### src/rtl/stream_fifo.sv
// Parametrised single-clock stream FIFO with level reporting, almost flags, sticky errors and clear.
// Define FIFO_FWFT_EN for first-word fall-through reads; otherwise reads are registered.
module stream_fifo #(
  parameter int unsigned WIDTH    = 8,
  parameter int unsigned DEPTH    = 16,
  parameter int unsigned AF_LEVEL = DEPTH - 2,
  parameter int unsigned AE_LEVEL = 2,
  localparam int unsigned AW      = $clog2(DEPTH),
  localparam int unsigned LW      = AW + 1
) (
  input  logic             clk,
  input  logic             rst,
  input  logic             clr_i,
  input  logic             wr_en_i,
  input  logic [WIDTH-1:0] wr_data_i,
  input  logic             rd_en_i,
  output logic [WIDTH-1:0] rd_data_o,
  output logic             rd_valid_o,
  output logic             full_o,
  output logic             empty_o,
  output logic             almost_full_o,
  output logic             almost_empty_o,
  output logic [LW-1:0]    level_o,
  output logic             overflow_o,
  output logic             underflow_o
);

  logic [WIDTH-1:0] mem_q [DEPTH];
  logic [AW-1:0]    wr_ptr_q, wr_ptr_d;
  logic [AW-1:0]    rd_ptr_q, rd_ptr_d;
  logic [LW-1:0]    level_q, level_d;
  logic             ovf_q, ovf_d;
  logic             unf_q, unf_d;
  logic             full, empty, wr_acc, rd_acc;

  assign full   = (level_q == LW'(DEPTH));
  assign empty  = (level_q == '0);
  // A read frees a slot in the same cycle, so a full FIFO still accepts a write alongside it.
  assign rd_acc = rd_en_i && !empty;
  assign wr_acc = wr_en_i && (!full || rd_acc);

  always_comb begin
    wr_ptr_d = wr_ptr_q;
    rd_ptr_d = rd_ptr_q;
    level_d  = level_q;
    ovf_d    = ovf_q;
    unf_d    = unf_q;
    if (clr_i) begin
      wr_ptr_d = '0;
      rd_ptr_d = '0;
      level_d  = '0;
      ovf_d    = 1'b0;
      unf_d    = 1'b0;
    end else begin
      if (wr_acc) wr_ptr_d = wr_ptr_q + AW'(1);
      if (rd_acc) rd_ptr_d = rd_ptr_q + AW'(1);
      unique case ({wr_acc, rd_acc})
        2'b10:   level_d = level_q + LW'(1);
        2'b01:   level_d = level_q - LW'(1);
        default: level_d = level_q;
      endcase
      ovf_d = ovf_q | (wr_en_i & ~wr_acc);
      unf_d = unf_q | (rd_en_i & empty);
    end
  end

  always_ff @(posedge clk or negedge rst) begin
    if (!rst) begin
      wr_ptr_q <= '0;
      rd_ptr_q <= '0;
      level_q  <= '0;
      ovf_q    <= 1'b0;
      unf_q    <= 1'b0;
    end else begin
      wr_ptr_q <= wr_ptr_d;
      rd_ptr_q <= rd_ptr_d;
      level_q  <= level_d;
      ovf_q    <= ovf_d;
      unf_q    <= unf_d;
    end
  end

  // Storage is intentionally not reset.
  always_ff @(posedge clk) begin
    if (wr_acc && !clr_i) mem_q[wr_ptr_q] <= wr_data_i;
  end

`ifdef FIFO_FWFT_EN
  assign rd_data_o  = mem_q[rd_ptr_q];
  assign rd_valid_o = !empty;
`else
  logic [WIDTH-1:0] rd_data_q, rd_data_d;
  logic             rd_valid_q, rd_valid_d;

  always_comb begin
    rd_data_d  = rd_data_q;
    rd_valid_d = rd_valid_q;
    if (clr_i) begin
      rd_valid_d = 1'b0;
    end else begin
      rd_valid_d = rd_acc;
      if (rd_acc) rd_data_d = mem_q[rd_ptr_q];
    end
  end

  always_ff @(posedge clk or negedge rst) begin
    if (!rst) begin
      rd_data_q  <= '0;
      rd_valid_q <= 1'b0;
    end else begin
      rd_data_q  <= rd_data_d;
      rd_valid_q <= rd_valid_d;
    end
  end

  assign rd_data_o  = rd_data_q;
  assign rd_valid_o = rd_valid_q;
`endif

  assign full_o         = full;
  assign empty_o        = empty;
  assign almost_full_o  = (level_q >= LW'(AF_LEVEL));
  assign almost_empty_o = (level_q <= LW'(AE_LEVEL));
  assign level_o        = level_q;
  assign overflow_o     = ovf_q;
  assign underflow_o    = unf_q;

endmodule

### config.mk
export PLATFORM = sky130hd
export DESIGN_NAME = stream_fifo
export DESIGN_NICKNAME = d
export VERILOG_FILES = /design/src/rtl/stream_fifo.sv
export SDC_FILE = /design/constraint.sdc
export NUM_CORES = 1
export LEC_CHECK = 0
export ABC_AREA = 1
export CORE_MARGIN = 3
export CORE_UTILIZATION = 40
export DETAILED_ROUTE_END_ITERATION = 6
export DONT_BUFFER_PORTS = 1
export PLACE_DENSITY = 0.55
export SLEW_MARGIN = 20
export SYNTH_ARGS = -nofsm -noshare
export SYNTH_HDL_FRONTEND = slang
export SYNTH_SLANG_ARGS = --single-unit
### constraint.sdc
create_clock -name clk -period 2.13 [get_ports clk]
set_clock_uncertainty 0.1 [all_clocks]
set_input_delay 0 -clock clk [delete_from_list [all_inputs] [get_ports clk]]
set_output_delay 0 -clock clk [all_outputs]
set_load 0.01 [all_outputs]
# Yosys cells after proc, flatten, opt, wreduce, memory -nomap -nowiden
# Memory sizes are Yosys's and may differ from the RTL's. A register that Yosys moved wholly into a read port is not among the register bits.
# Index checks and enable logic that the tools add are counted.
# totals
reg_bits,16
ramBits,128
output_inout_bits,20
mem_count,1
# memory_table
memory,words,width,rd,rd_clocked_by_memory_dff,wr,line_no,rtl
mem_q,16,8,1,1,1,28,logic [WIDTH-1:0] mem_q [DEPTH];
# op_classes
addsub,4
n_lt_le_gt_ge,2
eq_ne,3
muxes,11
bitwise,6
reduce_logical,13
# ops
cell,count
$mux 4,4
$pmux 5 s2,1
$add 4x1->4 const B,2
$add 5x1->5 const B,1
$eq 5x5->1 const B,1
$ge 5x4->1 const B,1
$le 5x2->1 const B,1
$logic_not 5->1,1
$mux 1,5
$mux 5,1
$sub 5x1->5 const B,1
$logic_not 1->1,4
$reduce_bool 2->1,2
$logic_and 1x1->1,3
$reduce_bool 3->1,1
$and 1x1->1,2
$eq 2x1->1 const B,1
$eq 2x2->1 const B,1
$not 1->1,2
$or 1x1->1,2
$reduce_and 2->1,1
$logic_or 1x1->1,1

# Longest topological paths before layout
# Gate-level depths: netlist (run 1).
# depth
ltp_word,9
mapped_depth,14

# Worst setup path after synthesis (run 1)
# No wires, ideal clock.
# synth_timing
kind,reg2reg
from,register level_q[1] (netlist: level_o[1])
to,"memory mem_q[13][0], enable pin"
setup_ns,0.383
t_arrival_ns,1.621
t_required_ns,1.647
slack_ns,0.026
path_stages_with_launch,7
n_path_buf,0
period_less_slack_ns,2.104
cell_sequence,dfrtp_1 nor2_4 nand2_4 nor2_4 a21oi_4 nand2_4 nor3_1
# synth_via
elab_cells_between_ends,10
cone_classes,1 x eq/ne; 2 x mux; 7 x reduce/logical
# synth_rtl
element,line_no,rtl
start: declaration,31,"logic [LW-1:0] level_q, level_d;"
start signal: assignment,77,level_q <= level_d;
$eq 5x5->1,36,assign full = (level_q == LW'(DEPTH));
via full_o,19,"output logic full_o,"
$logic_not 1->1,40,assign wr_acc = wr_en_i && (!full || rd_acc);
$logic_or 1x1->1,40,
$logic_and 1x1->1,40,
$logic_and 1x1->1,85,if (wr_acc && !clr_i) mem_q[wr_ptr_q] <= wr_data_i;
$mux 1,85,
$mux 1 (implied by the code),85,
end: declaration,28,
# The timed path passes the listed nets, and every way through them passes these cells.

# Worst setup path after layout (run 1)
# layout_timing
from,register level_q[3] (netlist: level_o[3])
to,register level_q[4] (netlist: level_o[4])
# layout_via
elab_chain_cells,8
elab_cells_between_ends,14
cone_classes,2 x add/sub; 3 x eq/ne; 2 x mux; 7 x reduce/logical
# layout_lines
element,line_no,rtl
$logic_not 5->1,37,assign empty = (level_q == '0);
$logic_not 1->1,39,assign rd_acc = rd_en_i && !empty;
$logic_and 1x1->1,39,
$logic_or 1x1->1,40,
$logic_and 1x1->1,40,
$eq 2x1->1 / $eq 2x2->1 (equally long branches),57,"unique case ({wr_acc, rd_acc})"
$pmux 5 s2,57,
$mux 5,48,if (clr_i) begin
# Parallel ways exist; a longest one is shown, timed or not.
# A chain may end at the register's enable or synchronous reset.

==> results of run 1 <==
-- stage by stage --
| stage | setup slack (ps) | total power (uW) | hold WS (ps) | TNS [ps] |
|---|---|---|---|---|
| after floorplan | 26.0 | 5130 | -396 | 0 |
| after global placement | 160 | 5610 | -395 | 0 |
| after detailed placement | 80.1 | 5630 | -395 | 0 |
| after CTS | 59.3 | 8830 | 162 | 0 |
| after global routing | -56.7 | 9230 | 245 | -106 |
| final | 91.2 | 8760 | 193 | 0 |
-- worst paths after layout --
kind,depth (start not counted),startpoint,endpoint,slack [ps]
max,13,level_o[3]$_DFFE_PN0P_,level_o[4]$_DFFE_PN0P_,90
min,3,rd_en_i,underflow_o$_DFF_PN0_,190
max reg2reg,13,level_o[3]$_DFFE_PN0P_,level_o[4]$_DFFE_PN0P_,90
min reg2reg,2,rd_data_o[3]$_DFFE_PN0P_,rd_data_o[3]$_DFFE_PN0P_,450
max in group asynchronous,4,rst,rd_ptr_q[0]$_DFFE_PN0P_,1210
min in group asynchronous,4,rst,rd_data_o[0]$_DFFE_PN0P_,560
-- cells by family (layout without fill, tap and decap cells) --
family                     after synthesis  count (layout)  synth area share
and+or+nand+nor                        388             388             0.248
xor gates and xnor gates                 2               2           0.00253
adders and majority gates                9               9            0.0173
AOI/OAI and AO/OA                       17              17            0.0157
DFF                                    152             152             0.641
buffers and inverters                  118             170            0.0761
-- metal layers --
layer  vias to the layer above  global-route usage  share of wire
li1                       2320                   -              -
met1                      2243               0.257           0.46
met2                       115               0.276           0.47
met3                        23              0.0457          0.058
met4                         0              0.0649          0.020
met5                         -                   0              0
-- layout by cell type (no fill, tap or decap), types with 3 or more instances in the layout --
cell and instances:
ha_1 8, bufinv_16 4, dlygate4sd3_1 15, nand3_1 95, edfxtp_1 128, buf_4 30
nand2_4 5, nor2_4 3, inv_1 82, clkinv_1 5, a21oi_1 4, clkinv_2 5
dfrtp_1 23, inv_2 4, o21ai_0 6, nand2_1 247, buf_12 4, clkbuf_16 17
nor2_1 18, nor3_1 14, nand3_4 4
-- critical path, cell delays in order, from the launching register on --
cell and delay (ps):
dfrtp_1 400, nor2_4 190, nand3_4 110, nand3_4 110, inv_1 90, ha_1 330
a21oi_2 180, nand3_1 90, nand2_1 90, nand2_1 50, inv_1 50, nor2_1 30
nand2_1 50, nand2_1 50
-- flip-flops by register name, summed over array words and instances (netlist names) --
signal	cells
underflow_o	1
wr_ptr_q	4
overflow_o	1
rd_data_o	8
rd_valid_o	1
rd_ptr_q	4
mem_q	128
level_o	5
-- final cells by class --
| class | count | share of cell area |
|---|---|---|
| clock buffer | 18 | 0.0531 |
| inverter | 89 | 0.0415 |
| clock inverter | 14 | 0.0220 |
| sequential | 152 | 0.550 |
| multi-input combinational | 416 | 0.243 |
| timing repair buffer | 49 | 0.0563 |
| tap | 220 | 0.0340 |
-- power breakdown --
group,internal (uW),switching (uW)
Sequential,3380,143
Clock,1950,1140
Combinational,709,1440
-- what timing repair did --
item,4_1_cts,5_1_grt
endpoints found under the setup margin,0,2
resized for setup,0,1
hold endpoints to repair,208,0
hold buffers,17,0
==> results.md, run 1 <==
* Largest net degree at the start of global routing at 49
* Cell Area, Synth at 6940 sq um
* Non-filler cells, final at 958
* RSZ-0062 raised after global routing: yes
* DP Area at 7280 sq um
* Sequential cell area at 4450 sq um
* Skew-Pair Late Insertion Delay at 420 ps
* Area Overhead vs Synth at 16.6%
* Die height at 138 um
* Most frequent cell after synthesis: nand2_1
* Clock Sinks at 152
* Most instantiated cells after synthesis: nand2_1 (247), edfxtp_1 (128), nand3_1 (95)
* Cells after DPL at 909
* Ranking of synthesized cells by area: edfxtp_1 (55%), nand2_1 (13%), dfrtp_1 (8.7%)
* Core area at 16800 sq um
* YS warnings at 0
* Vias at 4701
* Clk buf depth at 2
* DRC at 0
* Pwr Density at 1080 nW/um^2
* Leading area contributor after synthesis: edfxtp_1
* Reg clk slew, reported paths at 60 ps
* CTS tree: yes
* Leakage at 0.00350 uW
* Worst setup EP type: flip-flop
* DR iter-0 viols at 382
* Post-CTS Setup Inserts at 0
* WL/cell at 16.9 um
* Hold Crit Class: input pin to flip-flop
* Final Cycle Share at 0.957
* Count of cell types in the netlist at 31
* Slew Limit Headroom at 0.419
* Max Fclk at 490 MHz
* Effective utilization at floorplan at 0.414
* Die Area at 19000 sq um
* Critical Path AT at 2250 ps
* Syn Area/Cell at 10.1 sq um
* DP HPWL at 10500 um
* Final instance area at 8090 sq um
* Share of cells above drive strength 1 at 0.117
* MaxCap Viol Count at 0
* Outcome: finished, final reports clean
* Port bufs at 0
* Synth async-reset ratio at 0.158
* Synth Flop Type: edfxtp_1
* Fill count at 1579
* Mapped Cells at 686
* GRT Total Usage at 0.183
* Num ports at 33
* Antenna violations before repair at 0
* Final hold violation count at 0
* DR pass1 iterations at 5
* Synthesis-stage register bit count at 152
* Final Max Slew Viols at 0
* Multi-input logic area at 1970 sq um
* Root buffer cell: clkbuf_16
* Total overflow reported by the global router at 0
* Crit start category: flip-flop
* RD Place Congestion at 0.841
* Chip width at 138 um
* # setup viols final at 0
* DRT antenna net count at 0
* CP required at 2340 ps
* Nets at 747
* Mapped Nets at 708
* Peak supply drop at 666 uV
* Row count at 47
* Layout Utilization at 0.482
* Post-synth EDFFs at 128
* Cts bufs inserted at 17
* First-pass GRT wire length at 25300 um
* Sequential element share of the synthesized area at 0.641
* Drt total wl at 16200 um
* Min cycle time layout at 2040 ps
* Crit-path max FO at 6
* Antenna Diode Count at 0
* Vias in the first global route at 4513
* Critical path class: flip-flop to flip-flop
* DR vias/cell at 4.91
* H-tree depth at 4
* Area share of the largest cell type after synthesis at 0.554
* Slew @ Worst Pin at 868 ps
Power figures use the tool's default switching activity.
==> inputs of run 2 (changes only) <==
Settings changed: PLACE_DENSITY 0.55 to 0.66.
==> run 2 against run 1 <==
Effect of this change: flip-flop and latch count unchanged; die area did not move; worst hold slack improved by 9.5 ps; final cell count did not move; first-iteration DRC count down 15%; power is 5.5% lower; largest cell class unchanged; highest routed layer unchanged.
==> results.md, run 2 (same netlist as run 1, synthesis figures left out) <==
* Outcome: finished, final reports clean (unchanged)
* Int Pwr at 5590 uW (was 6040 uW)
* Fill count at 1508 (was 1579)
* DP HPWL at 9650 um (was 10500 um)
* Crit-path max FO at 6 (unchanged)
* Largest net degree at the start of global routing at 67 (was 49)
* Die height at 138 um (unchanged)
* Path depth of the worst reg2reg path at 13 (unchanged)
* Switching Power at 2690 uW (was 2730 uW)
* Slew @ Worst Pin at 813 ps (was 868 ps)
* RSZ-0062 raised after global routing: no (was yes)
* Cts bufs inserted at 17 (unchanged)
* Cell Chain, Critical Path: nor2_4, nand3_4, nand3_4, inv_1, ha_1, a21oi_2, nand2_1, nand2_1, nand2_1, nor2_1, nor2_1, nand2_1, nand2_1 (was nor2_4, nand3_4, nand3_4, inv_1, ha_1, a21oi_2, nand3_1, nand2_1, nand2_1, inv_1, nor2_1, nand2_1, nand2_1)
* WHS Endpoint: underflow_o$_DFF_PN0_ (unchanged)
* Min cycle time layout at 1970 ps (was 2040 ps)
* Drt total wl at 15600 um (was 16200 um)
* Hold path startpoint: rd_en_i (unchanged)
* Peak supply drop at 609 uV (was 666 uV)
* DR vias/cell at 4.92 (was 4.91)
* DRC at 0 (unchanged)
* Most frequent cells in the layout: nand2_1 (247), edfxtp_1 (128), nand3_1 (95) (unchanged)
* Reg clk slew, reported paths at 60 ps (about the same)
* Final hold violation count at 0 (unchanged)
* Root buffer cell: clkbuf_16 (unchanged)
* Multi-input logic area at 1970 sq um (unchanged)
* Crit path max-delay cell type: dfrtp_1 (unchanged)
* RD Place Congestion at 0.844 (was 0.841)
* Critical path class: flip-flop to flip-flop (unchanged)
* Final Max Slew Viols at 0 (unchanged)
* DRT antenna net count at 0 (unchanged)
* Critical Path Max Stage Delay at 400 ps (about the same)
* Total overflow reported by the global router at 0 (unchanged)
* Num ports at 33 (unchanged)
* Pwr Density at 1040 nW/um^2 (was 1080 nW/um^2)
* Antenna Diode Count at 0 (unchanged)
* Layout Utilization at 0.476 (was 0.482)
* WL/cell at 16.3 um (was 16.9 um)
* GRT Total Usage at 0.172 (was 0.183)
* Skew-Pair Late Insertion Delay at 420 ps (about the same)
* Hold Path Stages at 3 (unchanged)
* CTS tree: yes (unchanged)
* Area Overhead vs Synth at 15.0% (was 16.6%)
* Reg power frac at 0.427 (was 0.402)
* Comb pwr share at 0.267 (was 0.245)
* Most common cell after layout, fill and taps aside: nand2_1 (unchanged)
* Max Fclk at 508 MHz (was 490 MHz)
* CP required at 2340 ps (about the same)
* DR iter-0 viols at 326 (was 382)
* Max reg flops at 128 (unchanged)
* Slew Limit Headroom at 0.456 (was 0.419)
* # setup viols final at 0 (unchanged)
* Die Area at 19000 sq um (unchanged)
* Antenna violations before repair at 0 (unchanged)
* Vias in the first global route at 4471 (was 4513)
* Clock Sinks at 152 (unchanged)
* Switch share at 0.325 (was 0.311)
* Worst setup EP type: flip-flop (unchanged)
* Core area at 16800 sq um (unchanged)
* Hold Crit Class: input pin to flip-flop (unchanged)
* Row count at 47 (unchanged)
* Top reg by flops: mem_q (unchanged)
* Critical Path AT at 2180 ps (was 2250 ps)
* Power share of the clock group at 0.305 (was 0.353)
* H-tree depth at 4 (unchanged)
* Port bufs at 0 (unchanged)
* Crit start category: flip-flop (unchanged)
* Share of cells above drive strength 1 at 0.111 (was 0.117)
* Vias at 4716 (was 4701)
* Setup TNS at 0 ps (unchanged)
* Clk buf depth at 2 (unchanged)
* Leakage at 0.00345 uW (was 0.00350 uW)
* FF-to-FF End: level_o[4]$_DFFE_PN0P_ (unchanged)
* First-pass GRT wire length at 24300 um (was 25300 um)
* DR pass1 iterations at 4 (was 5)
* FF-to-FF setup slack at 160 ps (was 90 ps)
* Chip width at 138 um (unchanged)
* Most used cell, CP: nand2_1 (unchanged)
* Effective utilization at floorplan at 0.414 (unchanged)
* MaxCap Viol Count at 0 (unchanged)
* Final Cycle Share at 0.924 (was 0.957)
* Origin of the critical flop-to-flop path: level_o[3]$_DFFE_PN0P_ (unchanged)
* Nets at 749 (was 747)
* Sequential cell area at 4450 sq um (unchanged)
## run 2: cell count changes in the layout (fill, tap and decap cells not counted)
cell,change
bufinv_16,-4
clkbuf_1,+6
inv_6,-2
buf_4,+2
clkinv_2,+1
clkinv_1,-2
clkinv_4,-1
## run 2: power groups by stage
stage / Sequential [uW] / Clock, uW / Combinational [uW]
2_1_floorplan: 3610 / 0 / 1530
4_1_cts: 3540 / 2580 / 2180
6_report: 3540 / 2530 / 2210
5_1_grt: 3560 / 2690 / 2500
3_5_place_dp: 3600 / 0 / 2070
3_3_place_gp: 3600 / 0 / 2050
## run 2: how the worst max path moves through the flow
stage | from | endpoint | slack (ps)
floorplan | level_o[1]$_DFFE_PN0P_ | mem_q[13][0]$_DFFE_PP_ | 30
global placement | level_o[1]$_DFFE_PN0P_ | level_o[4]$_DFFE_PN0P_ | 160
detailed placement | level_o[1]$_DFFE_PN0P_ | level_o[4]$_DFFE_PN0P_ | 90
CTS | level_o[1]$_DFFE_PN0P_ | level_o[4]$_DFFE_PN0P_ | 70
global route | level_o[3]$_DFFE_PN0P_ | level_o[4]$_DFFE_PN0P_ | 30
finish | level_o[3]$_DFFE_PN0P_ | level_o[4]$_DFFE_PN0P_ | 160
## run 2: per-stage QoR
step	instances	hold slack [ps]	setup slack (ps)	instance area (sq um)	power (uW)
after floorplan	686	-396	26.0	6940	5130
after global placement	909	-395	157	7280	5650
after detailed placement	909	-395	87.0	7280	5670
after CTS	956	157	74.4	7960	8300
after global routing	958	238	30.6	7970	8740
final	958	203	162	7970	8280
## run 2: final cells by class
cell class	count	share of cell area
Sequential cell	152	0.558
Multi-Input combinational cell	416	0.247
Timing Repair Buffer	51	0.0590
Clock buffer	24	0.0566
Inverter	89	0.0421
Tap cell	220	0.0345
Clock inverter	6	0.00361
## run 2: layer usage
metal / vias up / part of all wire / wire (um) / global-route usage
li1: 2315 / - / - / -
met1: 2233 / 0.44 / 6930 / 0.235
met2: 145 / 0.47 / 7380 / 0.268
met3: 23 / 0.055 / 862 / 0.0391
met4: 0 / 0.028 / 432 / 0.0710
met5: - / 0 / 0 / 0
## run 2: repair_timing
action | 4_1_cts | 5_1_grt
buffers inserted | 0 | 2
hold buffers | 17 | 0
gates resized for setup | 0 | 1
endpoints found under the hold margin | 208 | 0
setup endpoints to repair | 0 | 1
## run 2: worst max-delay path, delay by kind of cell, from the launching register on
| family | cells | cell delay [ps] |
|---|---|---|
| AOI/OAI and AO/OA | 1 | 170 |
| and+or+nand+nor | 10 | 760 |
| DFF | 1 | 400 |
| buffers and inverters | 1 | 90 |
| adders and majority gates | 1 | 330 |
==> inputs of run 3 (changes only) <==
Settings changed: ABC_AREA 1 to default, BUFFER_PORTS_ARGS from default to -buffer_cell sky130_fd_sc_hd__buf_2, DONT_BUFFER_PORTS 1 to default, GPL_ROUTABILITY_DRIVEN from default to 0, PLACE_DENSITY 0.66 to 0.68.
==> run 3 against run 2 <==
Effect of this change: the flow now finishes with violations (negative setup slack); power decreased by 1.6%; final cell count decreased by 31%; die area is 9.1% lower; flip-flop and latch count stayed put; via count fell by 28%; sequential share of layout area increased by 1.4 points; sequential power hardly changed; clock power grew 16%; non-clock buffer count up 32; register-to-register slack worse by 170 ps; combinational power down 24%; clock-buffer cell count fell by 4; critical endpoint is now level_o[0]$_DFFE_PN0P_; largest cell class unchanged; highest routed layer unchanged.
==> results.md, run 3 <==
* Outcome: finished, violations left (was finished, final reports clean)
* Failing checks: negative setup slack
* Count of cell types in the netlist at 42 (was 31)
* Mapped Cells at 351 (was 686)
* Area Overhead vs Synth at 23.9% (was 15.0%)
* FF-to-FF setup slack at -6 ps (was 160 ps)
* Clock Sinks at 152 (unchanged)
* Synthesis-stage register bit count at 152 (unchanged)
* Skew-Pair Late Insertion Delay at 420 ps (about the same)
* DP HPWL at 8690 um (was 9650 um)
* Critical path class: flip-flop to flip-flop (unchanged)
* H-tree depth at 4 (unchanged)
* Hold Crit Class: input pin to asynchronous set/reset pin (was input pin to flip-flop)
* Mapped Nets at 373 (was 708)
* Cells after DPL at 607 (was 909)
* First-pass GRT wire length at 20700 um (was 24300 um)
* Share of cells above drive strength 1 at 0.369 (was 0.111)
* Peak supply drop at 669 uV (was 609 uV)
* Setup WS post-layout at -6.29 ps (was 162 ps)
* Non-filler cells, final at 658 (was 958)
* Xor/xnor share of the synthesized area at 0.00837 (was 0.00253)
* Pre-CTS setup slack at -126 ps (was 87.0 ps)
* Ranking of synthesized cells by area: edfxtp_1 (61%), mux4_2 (11%), dfrtp_1 (9.6%) (was edfxtp_1 (55%), nand2_1 (13%), dfrtp_1 (8.7%))
* CP required at 2330 ps (was 2340 ps)
* Int Pwr at 5950 uW (was 5590 uW)
* Slew @ Worst Pin at 622 ps (was 813 ps)
* Chip width at 131 um (was 138 um)
* DR pass1 iterations at 4 (unchanged)
* Synth async-reset ratio at 0.158 (unchanged)
* Nets at 456 (was 749)
* Area share of the largest cell type after synthesis at 0.612 (was 0.554)
* Mux share of post-synthesis cell area at 0.154 (was 0)
* Largest net degree at the start of global routing at 25 (was 67)
* Most frequent cell after synthesis: edfxtp_1 (was nand2_1)
* Clk buf depth at 2 (unchanged)
* Min cycle time layout at 2140 ps (was 1970 ps)
* # setup viols final at 2 (was 0)
* Largest family of logic cells by synthesized area: multiplexers (was simple AND/OR/NAND/NOR gates)
* Synth Area in Simple Gates at 0.0550 (was 0.248)
* Sequential element share of the synthesized area at 0.708 (was 0.641)
* Critical Path AT at 2340 ps (was 2180 ps)
* Syn Area/Cell at 17.9 sq um (was 10.1 sq um)
* Worst setup EP type: flip-flop (unchanged)
* Most common cell after layout, fill and taps aside: edfxtp_1 (was nand2_1)
* Num ports at 33 (unchanged)
* CTS tree: yes (unchanged)
* Final Max Slew Viols at 0 (unchanged)
* GRT Total Usage at 0.160 (was 0.172)
* Leading area contributor after synthesis: edfxtp_1 (unchanged)
* Leakage at 0.00275 uW (was 0.00345 uW)
* Post-synth EDFFs at 128 (unchanged)
* Drt total wl at 13200 um (was 15600 um)
* Gr busiest metal: met2 (unchanged)
* DR vias/cell at 5.13 (was 4.92)
* Met2 usage at 0.258 (was 0.268)
* Crit start category: flip-flop (unchanged)
* Hold WS at 30.0 ps (was 203 ps)
* Port bufs at 32 (was 0)
* Reg clk slew, reported paths at 60 ps (about the same)
* Die Area at 17200 sq um (was 19000 sq um)
* Switch share at 0.270 (was 0.325)
* Met1 usage at 0.220 (was 0.235)
* Pwr Total at 8150 uW (was 8280 uW)
* Most frequent cells in the layout: edfxtp_1 (128), buf_4 (34), mux4_2 (32), buf_2 (32), dfrtp_1 (23) (was nand2_1 (247), edfxtp_1 (128), nand3_1 (95))
* Die height at 131 um (was 138 um)
* Max Fclk at 468 MHz (was 508 MHz)
* Vias in the first global route at 3517 (was 4471)
* Cts bufs inserted at 17 (unchanged)
* DR iter-0 viols at 362 (was 326)
* Setup TNS at -10.9 ps (was 0 ps)
* Final Cycle Share at 1.00 (was 0.924)
* Core area at 15300 sq um (was 16800 sq um)
* Switching Power at 2200 uW (was 2690 uW)
* Max reg flops at 128 (unchanged)
* Slew Limit Headroom at 0.585 (was 0.456)
* Compound-gate portion of the synthesized area at 0.0343 (was 0.0157)
* Antenna violations before repair at 0 (unchanged)
* Root buffer cell: clkbuf_16 (unchanged)
* DRT antenna net count at 0 (unchanged)
* Comb pwr share at 0.208 (was 0.267)
* WL/cell at 20.1 um (was 16.3 um)
* Pwr Density at 1050 nW/um^2 (was 1040 nW/um^2)
* DRC at 0 (unchanged)
* Crit-path max FO at 4 (was 6)
* Power share of the clock group at 0.361 (was 0.305)
* MaxCap Viol Count at 0 (unchanged)
* Antenna Diode Count at 0 (unchanged)
* Total overflow reported by the global router at 0 (unchanged)
* Synth Flop Type: edfxtp_1 (unchanged)
* Top reg by flops: mem_q (unchanged)
* Cell Area, Synth at 6280 sq um (was 6940 sq um)
* Vias at 3376 (was 4716)
* Row count at 45 (was 47)
* YS warnings at 0 (unchanged)
* Grt met3 use at 0.0333 (was 0.0391)
* Final hold violation count at 0 (unchanged)
* Most instantiated cells after synthesis: edfxtp_1 (128), mux4_2 (32), dfrtp_1 (24) (was nand2_1 (247), edfxtp_1 (128), nand3_1 (95))
* Effective utilization at floorplan at 0.412 (was 0.414)
* Reg power frac at 0.431 (was 0.427)
* RSZ-0062 raised after global routing: yes (was no)
* Adder-cell share of the synthesized area at 0.0191 (was 0.0173)
-- run 3: routing by layer --
metal / vias up / part of all wire
met4: 0 / 0.011
met2: 94 / 0.51
li1: 1539 / -
met5: - / 0
met3: 13 / 0.052
met1: 1730 / 0.43
-- run 3: final timing paths --
kind / startpoint / endpoint / cells past startpoint
min: rst / level_o[4]$_DFFE_PN0P_ / 2
min reg2reg: rd_data_o[0]$_DFFE_PN0P_ / rd_data_o[0]$_DFFE_PN0P_ / 2
max reg2reg: level_o[0]$_DFFE_PN0P_ / level_o[0]$_DFFE_PN0P_ / 5
min in group clk: clr_i / wr_ptr_q[1]$_DFFE_PN0P_ / 3
max in group asynchronous: rst / rd_ptr_q[2]$_DFFE_PN0P_ / 2
max: level_o[0]$_DFFE_PN0P_ / level_o[0]$_DFFE_PN0P_ / 5
-- run 3: area by class of cell --
cell class              instances  area (sq um)
clock buffers                  20           437
well taps                     211           264
repair buffers                 83           618
flip-flops and latches        152          4450
multi-input cells             167          1830
clock inverters                12           141
fillers                      1215          7480
inverters                      13          48.8
-- run 3: power groups by stage --
stage                     clock, uW  combinational (uW)  sequential [uW]
after detailed placement          0                1550             3560
after floorplan                   0                 892             3620
after global routing           3110                1850             3530
after CTS                      2980                1650             3510
after global placement            0                1520             3560
final                          2940                1690             3510
-- run 3: critical path, cell delays in order (launching register included) --
cell and delay, ps:
dfrtp_1 380, or4_4 550, buf_6 130, o21a_4 200, a211oi_4 320, mux2_4 340
-- run 3: cells by family after synthesis --
logic type,after synthesis
buf+inv,32
mux,56
xor+xnor,6
compound gates,28
simple gates,68
fa+ha+maj,9
flops,152
-- run 3: repair_timing --
action                     in CTS  in global routing
setup buffers                   5                  2
pin swaps                       4                  7
gates resized for setup         4                 10
setup endpoints to repair      70                101
hold endpoints to repair      162                  0
hold buffers                   12                  0
-- run 3: stage by stage --
stage,util,cell area (sq um)
finish,0.510,7780
detailed placement,0.457,6970
CTS,0.506,7720
global route,0.510,7780
global placement,0.457,6970
floorplan,-,6380
